[config.mk]
export PLATFORM = sky130hd
export DESIGN_NAME = atmega_pcint
export DESIGN_NICKNAME = d
export VERILOG_FILES = /design/src/rtl/atmega_pcint.sv
export SDC_FILE = /design/constraint.sdc
export NUM_CORES = 1
export LEC_CHECK = 0
export BUFFER_PORTS_ARGS = -buffer_cell sky130_fd_sc_hd__buf_2
export CAP_MARGIN = 25
export CORE_ASPECT_RATIO = 1.2
export CORE_UTILIZATION = 32
export CTS_CLUSTER_SIZE = 14
export DETAILED_ROUTE_END_ITERATION = 8
export GPL_TIMING_DRIVEN = 1
export PLACE_DENSITY = 0.66
export SKIP_LAST_GASP = 1
export SLEW_MARGIN = 20
export SYNTH_ARGS = -nofsm -noshare
export SYNTH_HDL_FRONTEND = slang
export SYNTH_SLANG_ARGS = --single-unit
[constraint.sdc]
create_clock -name clk -period 3.35 [get_ports clk]
set_input_delay 0.8375 -clock clk [delete_from_list [all_inputs] [get_ports clk]]
set_output_delay 0.8375 -clock clk [all_outputs]
set_load 0.01 [all_outputs]
[src/rtl/atmega_pcint.sv]
// -----------------------------------------------------------------------------
// atmega_pcint
//
// Pin-input front end and pin-change interrupt controller for one GPIO port.
//
// Raw pad inputs pass through a per-pin synchroniser chain and an optional
// debounce filter. The cleaned vector (pin_sync) feeds the PIO's io_in, so PIN
// reads never see metastable data. Masked transitions on pin_sync (rising or
// falling) set the PCIF flag, and PCIF & PCIE drives a level interrupt request
// to the core's vector unit. AVR-style PCICR / PCIFR / PCMSK registers sit on
// the 8-bit IO data bus.
//
// Ports
//   rst          in   asynchronous, active-high reset
//   clk          in   core clock
//   addr_dat     in   IO register address
//   wr_dat       in   write strobe, one cycle
//   rd_dat       in   read strobe
//   bus_dat_in   in   write data
//   bus_dat_out  out  read data, combinational
//   pin_in       in   raw asynchronous pad inputs
//   pin_sync     out  synchronised / filtered pins, to the PIO io_in
//   int_req      out  interrupt request, level
//   int_ack      in   one-cycle acknowledge from the vector unit
//
// Register map
//   PCICR_ADDR  bit0 = PCIE (interrupt enable)
//   PCIFR_ADDR  bit0 = PCIF (flag, write 1 to clear)
//   PCMSK_ADDR  per-pin change-enable mask
// -----------------------------------------------------------------------------
module atmega_pcint #(
  parameter int                             BUS_ADDR_DATA_LEN = 8,
  parameter int                             PORT_WIDTH        = 8,
  parameter logic [BUS_ADDR_DATA_LEN-1:0]   PCICR_ADDR        = BUS_ADDR_DATA_LEN'('h68),
  parameter logic [BUS_ADDR_DATA_LEN-1:0]   PCIFR_ADDR        = BUS_ADDR_DATA_LEN'('h3B),
  parameter logic [BUS_ADDR_DATA_LEN-1:0]   PCMSK_ADDR        = BUS_ADDR_DATA_LEN'('h6B),
  parameter int                             SYNC_STAGES       = 2,
  parameter int                             DEBOUNCE_CYCLES   = 0,
  // Physically present pins; absent bits read 0 on pin_sync and never flag.
  parameter logic [PORT_WIDTH-1:0]          PINMASK           = '1
) (
  input  logic                          rst,
  input  logic                          clk,
  input  logic [BUS_ADDR_DATA_LEN-1:0]  addr_dat,
  input  logic                          wr_dat,
  input  logic                          rd_dat,
  input  logic [7:0]                    bus_dat_in,
  output logic [7:0]                    bus_dat_out,
  input  logic [PORT_WIDTH-1:0]         pin_in,
  output logic [PORT_WIDTH-1:0]         pin_sync,
  output logic                          int_req,
  input  logic                          int_ack
);

  // ---------------------------------------------------------------------------
  // Local parameters
  // ---------------------------------------------------------------------------
  // The init phase covers the synchroniser fill plus one cycle for the
  // previous-value register to catch up with the settled pins.
  localparam int INIT_CYCLES = SYNC_STAGES + 1;
  localparam int INIT_W      = $clog2(INIT_CYCLES + 1);

  // ---------------------------------------------------------------------------
  // Synchroniser chain: stage 0 samples the pad, last stage is sync_out.
  // ---------------------------------------------------------------------------
  logic [SYNC_STAGES-1:0][PORT_WIDTH-1:0] sync_q;
  logic [PORT_WIDTH-1:0]                  sync_out;

  assign sync_out = sync_q[SYNC_STAGES-1];

  // NOTE: sequential state uses non-blocking assignments so every flop samples
  // the pre-edge value of its source; blocking here would collapse the chain.
  always_ff @(posedge clk or posedge rst) begin
    if (rst) begin
      sync_q <= '0;
    end else begin
      sync_q <= {sync_q[SYNC_STAGES-2:0], pin_in};
    end
  end

  // ---------------------------------------------------------------------------
  // Init phase counter. While active, the filter follows sync_out directly
  // and change detection is suppressed, so pins already high at reset release
  // never raise a flag.
  // ---------------------------------------------------------------------------
  logic [INIT_W-1:0] init_cnt_q, init_cnt_d;
  logic              init_active;

  assign init_active = (init_cnt_q < INIT_W'(INIT_CYCLES));
  assign init_cnt_d  = init_active ? (init_cnt_q + INIT_W'(1)) : init_cnt_q;

  always_ff @(posedge clk or posedge rst) begin
    if (rst) begin
      init_cnt_q <= '0;
    end else begin
      init_cnt_q <= init_cnt_d;
    end
  end

  // ---------------------------------------------------------------------------
  // Debounce filter.
  //   filtered     : current filtered vector
  //   filtered_nxt : value filtered takes after the next edge; used to preload
  //                  the previous-value register during init so that the
  //                  first post-init cycle sees no artificial transition.
  // ---------------------------------------------------------------------------
  logic [PORT_WIDTH-1:0] filtered;
  logic [PORT_WIDTH-1:0] filtered_nxt;

  if (DEBOUNCE_CYCLES == 0) begin : g_bypass
    assign filtered     = sync_out;
    assign filtered_nxt = sync_q[SYNC_STAGES-2];
  end else begin : g_filter
    localparam int               CNT_W    = $clog2(DEBOUNCE_CYCLES + 1);
    // The update happens on the edge at which the count would reach
    // DEBOUNCE_CYCLES, so a level must disagree with filtered for exactly
    // DEBOUNCE_CYCLES consecutive cycles before it is accepted.
    localparam logic [CNT_W-1:0] CNT_LAST = CNT_W'(DEBOUNCE_CYCLES - 1);

    logic [PORT_WIDTH-1:0]            filt_q, filt_d;
    logic [PORT_WIDTH-1:0][CNT_W-1:0] cnt_q, cnt_d;

    // NOTE: every variable gets its default before the per-bit decisions, so
    // no path leaves a value unassigned and no latch is inferred.
    always_comb begin
      filt_d = filt_q;
      cnt_d  = cnt_q;
      for (int i = 0; i < PORT_WIDTH; i++) begin
        if (init_active) begin
          filt_d[i] = sync_out[i];
          cnt_d[i]  = '0;
        end else if (sync_out[i] == filt_q[i]) begin
          cnt_d[i]  = '0;
        end else if (cnt_q[i] == CNT_LAST) begin
          filt_d[i] = sync_out[i];
          cnt_d[i]  = '0;
        end else begin
          cnt_d[i]  = cnt_q[i] + CNT_W'(1);
        end
      end
    end

    // NOTE: the per-pin counter array is reset along with everything else; a
    // reset mid-debounce must not leave a partial count behind.
    always_ff @(posedge clk or posedge rst) begin
      if (rst) begin
        filt_q <= '0;
        cnt_q  <= '0;
      end else begin
        filt_q <= filt_d;
        cnt_q  <= cnt_d;
      end
    end

    assign filtered     = filt_q;
    assign filtered_nxt = filt_d;
  end

  assign pin_sync = filtered & PINMASK;

  // ---------------------------------------------------------------------------
  // Register write decode
  // ---------------------------------------------------------------------------
  logic wr_pcicr, wr_pcifr, wr_pcmsk;

  assign wr_pcicr = wr_dat && (addr_dat == PCICR_ADDR);
  assign wr_pcifr = wr_dat && (addr_dat == PCIFR_ADDR);
  assign wr_pcmsk = wr_dat && (addr_dat == PCMSK_ADDR);

  // ---------------------------------------------------------------------------
  // Edge detect and flag
  // ---------------------------------------------------------------------------
  logic [PORT_WIDTH-1:0] prev_q, prev_d;
  logic [PORT_WIDTH-1:0] pcmsk_q, pcmsk_d;
  logic                  pcie_q, pcie_d;
  logic                  pcif_q, pcif_d;
  logic [PORT_WIDTH-1:0] change;
  logic                  pcif_set, pcif_clr;

  // Uses the registered mask, so a PCMSK write lands one cycle later and a
  // change in the write cycle is judged against the old mask.
  assign change   = (pin_sync ^ prev_q) & pcmsk_q & PINMASK;
  assign pcif_set = !init_active && (|change);
  assign pcif_clr = (wr_pcifr && bus_dat_in[0]) || int_ack;

  always_comb begin
    prev_d  = init_active ? (filtered_nxt & PINMASK) : pin_sync;
    pcmsk_d = wr_pcmsk ? bus_dat_in[PORT_WIDTH-1:0] : pcmsk_q;
    pcie_d  = wr_pcicr ? bus_dat_in[0] : pcie_q;
    // Set has priority: a transition arriving with a clear keeps the flag.
    pcif_d  = pcif_q;
    if (pcif_set) begin
      pcif_d = 1'b1;
    end else if (pcif_clr) begin
      pcif_d = 1'b0;
    end
  end

  always_ff @(posedge clk or posedge rst) begin
    if (rst) begin
      prev_q  <= '0;
      pcmsk_q <= '0;
      pcie_q  <= 1'b0;
      pcif_q  <= 1'b0;
    end else begin
      prev_q  <= prev_d;
      pcmsk_q <= pcmsk_d;
      pcie_q  <= pcie_d;
      pcif_q  <= pcif_d;
    end
  end

  // Level request straight from the registers; clearing PCIE masks it while
  // PCIF stays pending.
  assign int_req = pcif_q && pcie_q;

  // ---------------------------------------------------------------------------
  // Read mux (no side effects)
  // ---------------------------------------------------------------------------
  logic [7:0] pcmsk_ext;

  always_comb begin
    pcmsk_ext                 = '0;
    pcmsk_ext[PORT_WIDTH-1:0] = pcmsk_q;
  end

  always_comb begin
    bus_dat_out = '0;
    if (rd_dat && !rst) begin
      if (addr_dat == PCICR_ADDR) begin
        bus_dat_out = {7'b0, pcie_q};
      end else if (addr_dat == PCIFR_ADDR) begin
        bus_dat_out = {7'b0, pcif_q};
      end else if (addr_dat == PCMSK_ADDR) begin
        bus_dat_out = pcmsk_ext;
      end
    end
  end

endmodule

# After elaboration in Yosys (flattened, before gate mapping)
# Index checks and enable logic that the tools add are counted.
word_totals:
  out_inout_bits: 17
  wordCells: 33
  ff_bits: 36
op_classes:
  bitwise: 2
  n_lt_le_gt_ge: 1
  n_mux: 7
  n_eq_ne: 3
  addsub: 1
  reduce_logical: 12
op_table:
  columns: ["operator", "count"]
  rows:
  - ["two-way mux 8 bit", 5]
  - ["== test 8 x 7 -> 1 bit (second input constant)", 2]
  - ["AND 8 bit", 1]
  - ["== test 8 x 6 -> 1 bit (second input constant)", 1]
  - ["OR reduction 8 bit", 1]
  - ["bitwise XOR 8 bit", 1]
  - ["logical AND 1 bit", 7]
  - ["adder 2 x 1 -> 2 bit (second input constant)", 1]
  - ["zero test 1 bit", 2]
  - ["less-than comparator 2 bit (second input constant)", 1]
  - ["two-way mux 1 bit", 2]
  - ["nonzero test 2 bit", 1]
  - ["logical OR 1 bit", 1]

# Depth between registers and ports, before layout
depth:
  depth_word: 6
  depth_mapped: 4
  mapped_depth_nobuf: 4

# Worst setup path after synthesis
# OpenSTA, ideal clock, no wires.
synth_path:
  path_kind: "input to output"
  from: "input port rst"
  to: "output port bus_dat_out[1]"
  path_stages: 3
  t_arrival_ns: 2.223
  path_slack_ns: 0.290
  path_cell_list: "inv_1 > and4_2 > and2_1"
synth_between:
  elab_chain_len: 3
synth_rtl:
  columns: ["element", "line_no", "rtl"]
  rows:
  - ["start, declared", "42", "input logic rst,"]
  - ["zero test 1 bit", "229", "if (rd_dat && !rst) begin"]
  - ["logical AND 1 bit", "229", null]
  - ["two-way mux 8 bit", "229", null]
  - ["end, declared", "48", "output logic [7:0] bus_dat_out,"]
# Every way passes these cells.

# Final worst setup path
layout_path:
  from: "input port addr_dat[7]"
  to: "output port bus_dat_out[5]"
layout_between:
  elab_chain_len: 5
  word_cells_on_any_way: 7
  classes_between: "eq/ne (3); mux (4)"
layout_rtl:
  columns: ["element", "line_no", "rtl"]
  rows:
  - ["start, declared", "44", "input logic [BUS_ADDR_DATA_LEN-1:0] addr_dat,"]
  - ["== test 8 x 7 -> 1 bit", "234", "end else if (addr_dat == PCMSK_ADDR) begin"]
  - ["two-way mux 8 bit", "234", null]
  - ["two-way mux 8 bit", "232", "end else if (addr_dat == PCIFR_ADDR) begin"]
  - ["two-way mux 8 bit *", "230", "if (addr_dat == PCICR_ADDR) begin"]
  - ["two-way mux 8 bit *", "229", null]
# Every way passes the cells marked *; elsewhere a longest branch is shown, timed or not.

==> out/metrics.csv <==
stage,metric,value,unit
yosys,yosys.area.top_type,dfrtp_1,
clock_tree,htree_levels,2,
drt,wire_per_inst,12.97,um
critical_path,r2r_cells,2,
yosys,synthesis.area,1414,um^2
drt,drcViolationCount,0,
floorplan,start_util,33.18,%
critical_path,worst_ep_required_time,2.51,ns
final_layout,n_fill_cell,411,
worst_hold_path,min_path_cells,0,
global_routing,antenna_found_initial,0,
yosys,yosys-top-cells-area,"dfrtp_1, mux2_2, xor2_1, and2_1, a22oi_1",
final_layout,fin_util,41.98,%
yosys,yosysUniqueCellTypes,22,
global_routing,grt_usage,12.51,%
sta,max_slew_margin,63.89,%
pwr,power,812.3,uW
sta,rsz0062_at_grt,false,
critical_path,start_kind,input pin,
critical_path,cp.arrival,2.03,ns
clock_tree,cts_tree,built,
pwr,pwr-share-clk,33.8,%
global_routing,overflow,0,
placed_design,place_congestion,0.7727,
drt,first_iter_violations,25,
sta,fmax,0.3482,GHz
floorplan,io_pins,46,
sta,hold_viol,0,
clock_tree,clk_latency,0.28,ns
floorplan,die_w,62.68,um
yosys,yosysSeqAreaShare,63.72,%
floorplan,die_area,4689,um^2
yosys,synthAdderAreaFrac,0.8850,%
clock_tree,cts_buffers,5,
drt,vias,923,
final_layout,drive_above_1_share,50.68,%
final_layout,diodes,0,
final_layout,nNetsFinal,176,
yosys,synth_seq_cells,36,
critical_path,end_kind,primary output,
pwr,powerDensity,454.0,nW/um^2
critical_path,reg2reg_slack,1.97,ns
placed_design,place_hpwl,1962,um
yosys,synth-compound-area-share,4.071,%
sta,finClkSkew,0.003179,ns
clock_tree,cts_hold_buf,0,
clock_tree,clk_path_buf_depth,2,
pwr,internal_power,633.7,uW
clock_tree,cts-root-buf,clkbuf_8,
critical_path,reg2reg_to,prev_q[0],
pwr,pwr-share-comb,8.0,%
sta,final_max_slew_viol_count,0,
global_routing,grt_pass1_wl,4298,um
yosys,synth_top_family_by_area,multiplexers,
clock_tree,post-cts-setup-buffer-count,0,
global_routing,grt_max_degree,37,
yosys,synth_cells,94,
sta,worstMarginPinSlew,0.5417,ns
drt,wirelength,2620,um
sta,fin_crit_sh,85.73,%
critical_path,timing.rr.start,init_cnt_q[0],
floorplan,dieHeight,74.82,um
worst_hold_path,hp-class,reg -> reg,
sta,finalSetupTns,0,ns
pwr,p_sw,178.6,uW
yosys,synthSimpleGateAreaFrac,10.53,%
sta,report.final.setup_viol,0,
drt,antenna_left,0,
pwr,leakage,0.0008924,uW
placed_design,numPortBuffers,45,
yosys,ys_warn_count,0,
drt,firstDrtPassIters,3,
pwr,max-vdd-ir-drop,200.1,uV
sta,fin_crit,2.872,ns
worst_hold_path,min_from,filtered_nxt[0],
pwr,seq_power_share,58.2,%
clock_tree,clock_sinks,36,
yosys,synth_fp_nets,124,
critical_path,worst-path-max-fanout,7,
drt,via_per_inst,4.569,
clock_tree,clkTransAtPathRegs,0.06,ns
outcome,run_status,"complete, no violations",
floorplan,num_rows,26,
worst_hold_path,whs_endpoint,pin_sync[0],
floorplan,core_area,4262,um^2
global_routing,grt_pass1_vias,917,
yosys,synth_top_area_share,63.72,%
job,maxCapViolCount,0,
clock_tree,post_cts_resized,0,
critical_path,crit_type,in -> out,
yosys,synth_xor_xnor_area_share,5.575,%
final_layout,syn2layout_area_growth,26.55,%
yosys,synthMuxAreaShare,14.34,%
yosys,avgSynthCellArea,15.04,um^2
pwr,switching_share,21.99,%
==> routing by layer <==
metal  vias up  wire [um]  GRT usage, %
met2        39       1289         20.29
met3         4        205         5.303
met1       449       1085         14.11
met5         -          0             0
li1        431          -             -
met4         0         40         6.977
==> registers in the layout, indices dropped and copies added, names as in the netlist <==
register / flops
pin_sync: 8
pcif_q: 1
pcmsk_ext: 8
prev_q: 8
filtered_nxt: 8
init_cnt_q: 2
pcie_q: 1
==> power by group through the flow <==
| stage | registers [uW] | logic [uW] | clock network [uW] |
|---|---|---|---|
| 6_report | 473 | 64.8 | 275 |
| 3_3_place_gp | 480 | 63.6 | 0 |
| 2_1_floorplan | 480 | 32.2 | 0 |
| 5_1_grt | 476 | 73.3 | 309 |
| 4_1_cts | 473 | 66.5 | 289 |
| 3_5_place_dp | 481 | 66.3 | 0 |
==> critical path, cell delays in order <==
cell and delay [ns]:
buf_2 0.09, and4bb_1 0.29, and3_4 0.23, and4_2 0.31
and2_1 0.16, buf_2 0.12
==> Yosys cell counts <==
library cell  count
nor2_1            1
and3_1            1
dfrtp_1          36
ha_1              1
a22o_1            2
nand3_4           1
nand4_1           2
and2_1            8
xnor2_1           1
and4bb_1          1
and3_2            1
mux2_2           18
inv_1             2
and2b_1           1
xor2_1            8
nand2_1           1
nor2b_1           1
a32o_1            1
buf_2             1
and4_2            1
and3_4            1
a22oi_1           4
==> per-stage QoR <==
stage | worst slack (ns) | std cells | hold WS [ns] | area [um^2]
after global placement | 0.5494 | 195 | 0.3533 | 1712
final | 0.4781 | 202 | 0.3715 | 1789
after CTS | 0.4810 | 202 | 0.3737 | 1789
after global routing | 0.4094 | 202 | 0.3812 | 1789
after detailed placement | 0.4948 | 195 | 0.3578 | 1712
after floorplan | 0.2899 | 94 | 0.3501 | 1414
==> kinds of logic (layout without fill, tap and decap cells) <==
kind of cell | Yosys count | after routing
flip-flops | 36 | 36
AO/OA/AOI/OAI | 7 | 7
AND/OR/NAND/NOR | 20 | 20
adder cells (fa/ha/maj) | 1 | 1
buffers and inverters | 3 | 55
XOR/XNOR | 9 | 9
multiplexers | 18 | 18
==> how the worst max path moves through the flow <==
| stage | slack, ns | depth (start not counted) | end | start |
|---|---|---|---|---|
| finish | 0.48 | 6 | bus_dat_out[5] | addr_dat[7] |
| detailed placement | 0.49 | 6 | bus_dat_out[5] | addr_dat[7] |
| floorplan | 0.29 | 3 | bus_dat_out[1] | rst |
| CTS | 0.48 | 6 | bus_dat_out[4] | addr_dat[7] |
| global route | 0.41 | 6 | bus_dat_out[5] | addr_dat[7] |
| global placement | 0.55 | 6 | bus_dat_out[5] | addr_dat[7] |
==> cell usage in the layout, fill, tap and decap left out, drive strengths merged, types with 3 or more instances in the layout <==
cell	instances
and2	8
xor2	8
buf	46
dfrtp	36
mux2	18
a22oi	4
clkbuf	6
and3	3
==> final cells by class <==
class	instances	area, um^2	area share, %
Inverter	2	7.507	0.4196
Tap cell	56	70.07	3.916
Clock inverter	1	5.005	0.2797
Clock buffer	6	72.57	4.056
Sequential cell	36	900.9	50.35
Multi-Input combinational cell	55	500.5	27.97
Timing Repair Buffer	46	232.7	13.01
Note: power is estimated with default switching activity, not from simulation.
